==> src/rtl/phy_pkg.sv <==
// Shared PHY receive-path definitions: default alignment symbols and the
// encoding of the alignment FSM states.
package phy_pkg;

   localparam logic [7:0] COMMA_DEF = 8'hBC;
   localparam logic [7:0] IDLE_DEF  = 8'h7C;

   typedef logic [1:0] state_t;

   localparam state_t HUNT   = 2'd0;
   localparam state_t CHECK  = 2'd1;
   localparam state_t LOCKED = 2'd2;

endpackage

==> src/rtl/detector_coma.sv <==
// Serial input shift register with comparators against the comma and idle
// symbols; the comparisons always reflect the current register contents.
module detector_coma
   import phy_pkg::*;
#(
   parameter int unsigned      WIDTH = 8,
   parameter logic [WIDTH-1:0] COMMA = COMMA_DEF,
   parameter logic [WIDTH-1:0] IDLE  = IDLE_DEF
) (
   input  logic             clk_32f,
   input  logic             reset,
   input  logic             data_paralelo_serial,
   output logic [WIDTH-1:0] sr,
   output logic             is_comma,
   output logic             is_idle
);

   always_ff @(posedge clk_32f) begin
      if (!reset) begin
         sr <= '0;
      end else begin
         sr <= {sr[WIDTH-2:0], data_paralelo_serial};
      end
   end

   assign is_comma = (sr == COMMA);
   assign is_idle  = (sr == IDLE);

endmodule

==> src/rtl/serial_paralelo_alineado.sv <==
// Comma-aligned serial-to-parallel deserializer: hunts for a comma at any bit
// offset, locks after a run of aligned commas and strips comma/idle words.
module serial_paralelo_alineado
   import phy_pkg::*;
#(
   parameter int unsigned      WIDTH        = 8,
   parameter logic [WIDTH-1:0] COMMA        = COMMA_DEF,
   parameter logic [WIDTH-1:0] IDLE         = IDLE_DEF,
   parameter int unsigned      LOCK_COMMAS  = 4,
   parameter int unsigned      MISALIGN_MAX = 3
) (
   input  logic             clk_32f,
   input  logic             reset,
   input  logic             data_paralelo_serial,
   output logic             active_serial_paralelo,
   output logic             valid_serial_paralelo,
   output logic [WIDTH-1:0] data_serial_paralelo,
   output logic             realign_serial_paralelo
);

   localparam int unsigned BW = $clog2(WIDTH);
   localparam int unsigned CW = $clog2(LOCK_COMMAS + 1);
   localparam int unsigned MW = $clog2(MISALIGN_MAX + 1);

   localparam logic [BW-1:0] BIT_LAST = BW'(WIDTH - 1);
   localparam logic [CW-1:0] LOCK_N   = CW'(LOCK_COMMAS);
   localparam logic [MW-1:0] MIS_N    = MW'(MISALIGN_MAX);

   if (WIDTH < 4) begin : g_chk_width
      $error("WIDTH must be at least 4");
   end
   if (COMMA == IDLE) begin : g_chk_symbols
      $error("COMMA and IDLE must differ");
   end
   if (LOCK_COMMAS < 1 || MISALIGN_MAX < 1) begin : g_chk_counts
      $error("LOCK_COMMAS and MISALIGN_MAX must be at least 1");
   end

   logic [WIDTH-1:0] sr;
   logic             is_comma;
   logic             is_idle;

   state_t           state;
   logic [BW-1:0]    bit_cnt;
   logic [CW-1:0]    comma_cnt;
   logic [MW-1:0]    misalign_cnt;
   logic             boundary;

   detector_coma #(
      .WIDTH (WIDTH),
      .COMMA (COMMA),
      .IDLE  (IDLE)
   ) u_detector_coma (
      .clk_32f              (clk_32f),
      .reset                (reset),
      .data_paralelo_serial (data_paralelo_serial),
      .sr                   (sr),
      .is_comma             (is_comma),
      .is_idle              (is_idle)
   );

   assign boundary               = (bit_cnt == BIT_LAST);
   assign active_serial_paralelo = (state == LOCKED);

   always_ff @(posedge clk_32f) begin
      if (!reset) begin
         state                   <= HUNT;
         bit_cnt                 <= '0;
         comma_cnt               <= '0;
         misalign_cnt            <= '0;
         valid_serial_paralelo   <= 1'b0;
         data_serial_paralelo    <= '0;
         realign_serial_paralelo <= 1'b0;
      end else begin
         realign_serial_paralelo <= 1'b0;
         bit_cnt                 <= boundary ? '0 : bit_cnt + 1'b1;

         case (state)
            HUNT: begin
               // A comma seen here defines the word phase: the next edge
               // samples the first bit of the following word.
               if (is_comma) begin
                  bit_cnt   <= '0;
                  comma_cnt <= CW'(1);
                  state     <= (LOCK_COMMAS == 1) ? LOCKED : CHECK;
               end
            end

            CHECK: begin
               if (boundary) begin
                  if (is_comma) begin
                     comma_cnt <= comma_cnt + 1'b1;
                     if (comma_cnt + 1'b1 == LOCK_N) begin
                        state <= LOCKED;
                     end
                  end else begin
                     comma_cnt <= '0;
                     state     <= HUNT;
                  end
               end
            end

            LOCKED: begin
               if (boundary) begin
                  if (is_comma) begin
                     valid_serial_paralelo <= 1'b0;
                     misalign_cnt          <= '0;
                  end else if (is_idle) begin
                     valid_serial_paralelo <= 1'b0;
                  end else begin
                     data_serial_paralelo  <= sr;
                     valid_serial_paralelo <= 1'b1;
                  end
               end else if (is_comma) begin
                  // Loss of lock fires on the same edge that counts the
                  // last tolerated misaligned comma.
                  if (misalign_cnt + 1'b1 == MIS_N) begin
                     state                   <= HUNT;
                     realign_serial_paralelo <= 1'b1;
                     valid_serial_paralelo   <= 1'b0;
                     data_serial_paralelo    <= '0;
                     bit_cnt                 <= '0;
                     comma_cnt               <= '0;
                     misalign_cnt            <= '0;
                  end else begin
                     misalign_cnt <= misalign_cnt + 1'b1;
                  end
               end
            end

            default: begin
               state <= HUNT;
            end
         endcase
      end
   end

endmodule

==> config.mk <==
export PLATFORM = sky130hd
export DESIGN_NAME = serial_paralelo_alineado
export DESIGN_NICKNAME = d
export VERILOG_FILES = /design/src/rtl/phy_pkg.sv /design/src/rtl/detector_coma.sv /design/src/rtl/serial_paralelo_alineado.sv
export SDC_FILE = /design/constraint.sdc
export NUM_CORES = 1
export LEC_CHECK = 0
export CORE_UTILIZATION = 26
export CTS_BUF_LIST = sky130_fd_sc_hd__clkbuf_8
export DETAILED_ROUTE_END_ITERATION = 7
export GPL_ROUTABILITY_DRIVEN = 0
export PLACE_DENSITY = 0.44
export SLEW_MARGIN = 10
export SYNTH_ARGS = -nofsm -noshare
export SYNTH_HDL_FRONTEND = slang
export SYNTH_SLANG_ARGS = --single-unit
export TNS_END_PERCENT = 30
==> constraint.sdc <==
create_clock -name clk_32f -period 2 [get_ports clk_32f]
set_input_delay 0.3 -clock clk_32f [delete_from_list [all_inputs] [get_ports clk_32f]]
set_output_delay 0.3 -clock clk_32f [all_outputs]
set_load 0.02 [all_outputs]
==> impl_metrics.ini, run 1 <==
[timing]
worstMarginPinSlew_ns = 0.328
setup_tns_ns = 0
rsz0062_at_grt = no
fmax_mhz = 545
slew_headroom = 0.780
min_period_over_period = 0.918
hold_violations = 0
skew_ns = 0.00540
finalMaxSlewViolations = 0
min_period_ns = 1.84
setup_viol = 0
setup_slack_ns = 0.165

[cts]
htree_levels = 1
cts.clk_slew.worst_paths_ns = 0.10
clk_latency_ns = 0.28
hold_buffers = 0
cts_tree = done
root_buffer = clkbuf_8
numCtsBuffers = 3
clockBufferDepth = 2
cts.sinks = 28

[worst_setup_path]
cp.arrival_ns = 2.00
cp_max_fo = 8
reg2reg_depth = 6
r2r_slack_ns = 0.16
crit_path_end_kind = flop
start_kind = flop
r2r-start = state[0]
r2r-end = state[1]
crit_required_ns = 2.16
worstSetupPathType = flop to flop

[synthesis]
synthesis.area_sq_mm = 0.00133
synthMuxAreaShare = 0.0677
synth_top_family_by_area = simple AND/OR/NAND/NOR gates
synth-xor-area-share = 0.0132
ys_types = 44
synth_ff_type = dfxtp_1
synth_seq_area_share = 0.421
yosysWarnings = 0
syn_nets = 149
synth-edff-count = 0
syn_avg_cell_area_sq_um = 9.65
synthSimpleGateAreaFrac = 0.261
synth_compound_area_frac = 0.114
synthAdderAreaFrac = 0.0752
synth-seq-cells = 28
postSynth.asyncResetShare = 0
netlist_instances = 138

[place]
hpwl_um = 1870
dpl-instance-area_sq_mm = 0.00152
dp_cells = 214
io_buffers = 13
post-place-ws_ns = 0.0855

[routing]
viasPerCell = 4.42
dr.pass1.iters = 4
remaining_drc_errors = 0
via_count = 964
routed_wl_um = 2590
drt_iter0_drc = 40
wl_per_cell_um = 11.9
ant_nets = 0

[floorplanning]
initial_core_util = 0.276
chipWidth_um = 73.6
pin_count = 14
die_h_um = 73.6
core_sq_mm = 0.00482
rows = 25
die-area_sq_mm = 0.00541

[global_route]
antenna_found_initial = 0
grt_max_degree = 21
grt_pass1_vias = 1010
grt_use_total = 0.112
grt_pass1_wl_um = 4570
grt.overflow.total = 0

[layout]
layout-drive-gt1-share = 0.0993
final_cell_mix = dfxtp_1, nand2_1, clkdlybuf4s50_1
final_area_sq_mm = 0.00158
layout_commonest_cell = dfxtp_1
antenna_cells = 0
instances_no_fill = 218
syn_to_final_growth_pct = 18.5
nets = 163

[hold_path]
min_path_type = flop to flop
whs_path_depth = 2
holdPathEnd = data_serial_paralelo[0]
min_from = data_serial_paralelo[0]

[pwr]
vdd_ir_drop_max_mv = 0.239
leakage_nw = 0.605
power_w = 0.000963
power.density_mw_per_mm2 = 610

[run]
max_cap_violations = 0

[outcome]
status = finished, final reports clean
-- Yosys cell counts, types with 2 or more instances --
library cell / instances / area (sq um)
a21boi_1: 3 / 22.5
a21oi_1: 2 / 10.0
and2_1: 8 / 50.1
and3_1: 2 / 12.5
buf_6: 2 / 22.5
clkbuf_1: 3 / 11.3
dfxtp_1: 28 / 561
ha_1: 8 / 100
inv_1: 5 / 18.8
mux2i_1: 9 / 90.1
nand2_1: 19 / 71.3
nand2b_1: 2 / 12.5
nand3_1: 2 / 10.0
nor2_1: 8 / 30.0
nor2b_1: 3 / 18.8
nor4b_1: 2 / 17.5
o21a_1: 2 / 15.0
o21ai_0: 4 / 20.0
-- sequential cells by signal (all words and copies together), names as in the netlist --
signal and count:
data_serial_paralelo 8, u_detector_coma.sr 8, realign_serial_paralelo 1, bit_cnt 3, misalign_cnt 2, comma_cnt 3, state 2, valid_serial_paralelo 1
-- stage by stage --
stage               hold slack [ns]  utilization
global route                  0.496        0.328
CTS                           0.463        0.327
global placement              0.445        0.316
finish                        0.459        0.328
detailed placement            0.448        0.316
floorplan                     0.427            -
-- metal layers --
| metal | track usage | routed length, um | vias to the layer above |
|---|---|---|---|
| met4 | 0.0534 | 53 | 0 |
| met1 | 0.139 | 1320 | 451 |
| met3 | 0.0288 | 76 | 7 |
| met2 | 0.179 | 1130 | 14 |
| met5 | 0 | 0 | - |
| li1 | - | - | 492 |
-- power breakdown --
group          leakage, nW  switching, W  internal (W)
Combinational        0.350     0.0000154     0.0000159
Clock               0.0288      0.000182      0.000176
Sequential           0.227    0.00000696      0.000566
Total                0.605      0.000205      0.000758
-- cells by family after synthesis --
logic type / after synthesis
compound gates: 20
flops: 28
xor+xnor: 2
fa+ha+maj: 8
simple gates: 59
mux: 9
buf+inv: 12
-- what timing repair did --
item / CTS / global route
setup buffers: 0 / 0
setup endpoints to repair: 1 / 8
gates resized for setup: 1 / 1
-- worst max path at each step --
stage | startpoint | to | slack (ns) | cells after the start
2_1_floorplan | state[0] | state[1] | 0.25 | 6
3_3_place_gp | state[0] | data_serial_paralelo[3] | 0.15 | 6
3_5_place_dp | state[0] | data_serial_paralelo[6] | 0.09 | 6
4_1_cts | state[0] | data_serial_paralelo[1] | 0.05 | 6
5_1_grt | state[0] | state[1] | 0.006 | 7
6_report | state[0] | state[1] | 0.16 | 6
-- critical path, stage by stage, from the launching register on --
cell,delay (ns)
dfxtp_1,0.39
inv_1,0.08
ha_1,0.30
nor2_1,0.16
a21oi_2,0.07
or3_1,0.43
o221a_1,0.30
-- area by class of cell --
cell class                 instances  area (sq um)
inverter                           5          18.8
sequential                        28           561
clock buffer                       4          55.1
tap                               67          83.8
timing repair buffer              16           151
multi-input combinational         98           708
fill                             513          3240
Note: power is estimated with default switching activity, not from simulation.
==> run 2, diff against run 1 <==
- SLEW_MARGIN: 10 -> 20
==> results of run 2 <==
The final DEF is identical to that of run 1; final timing and power are the same.
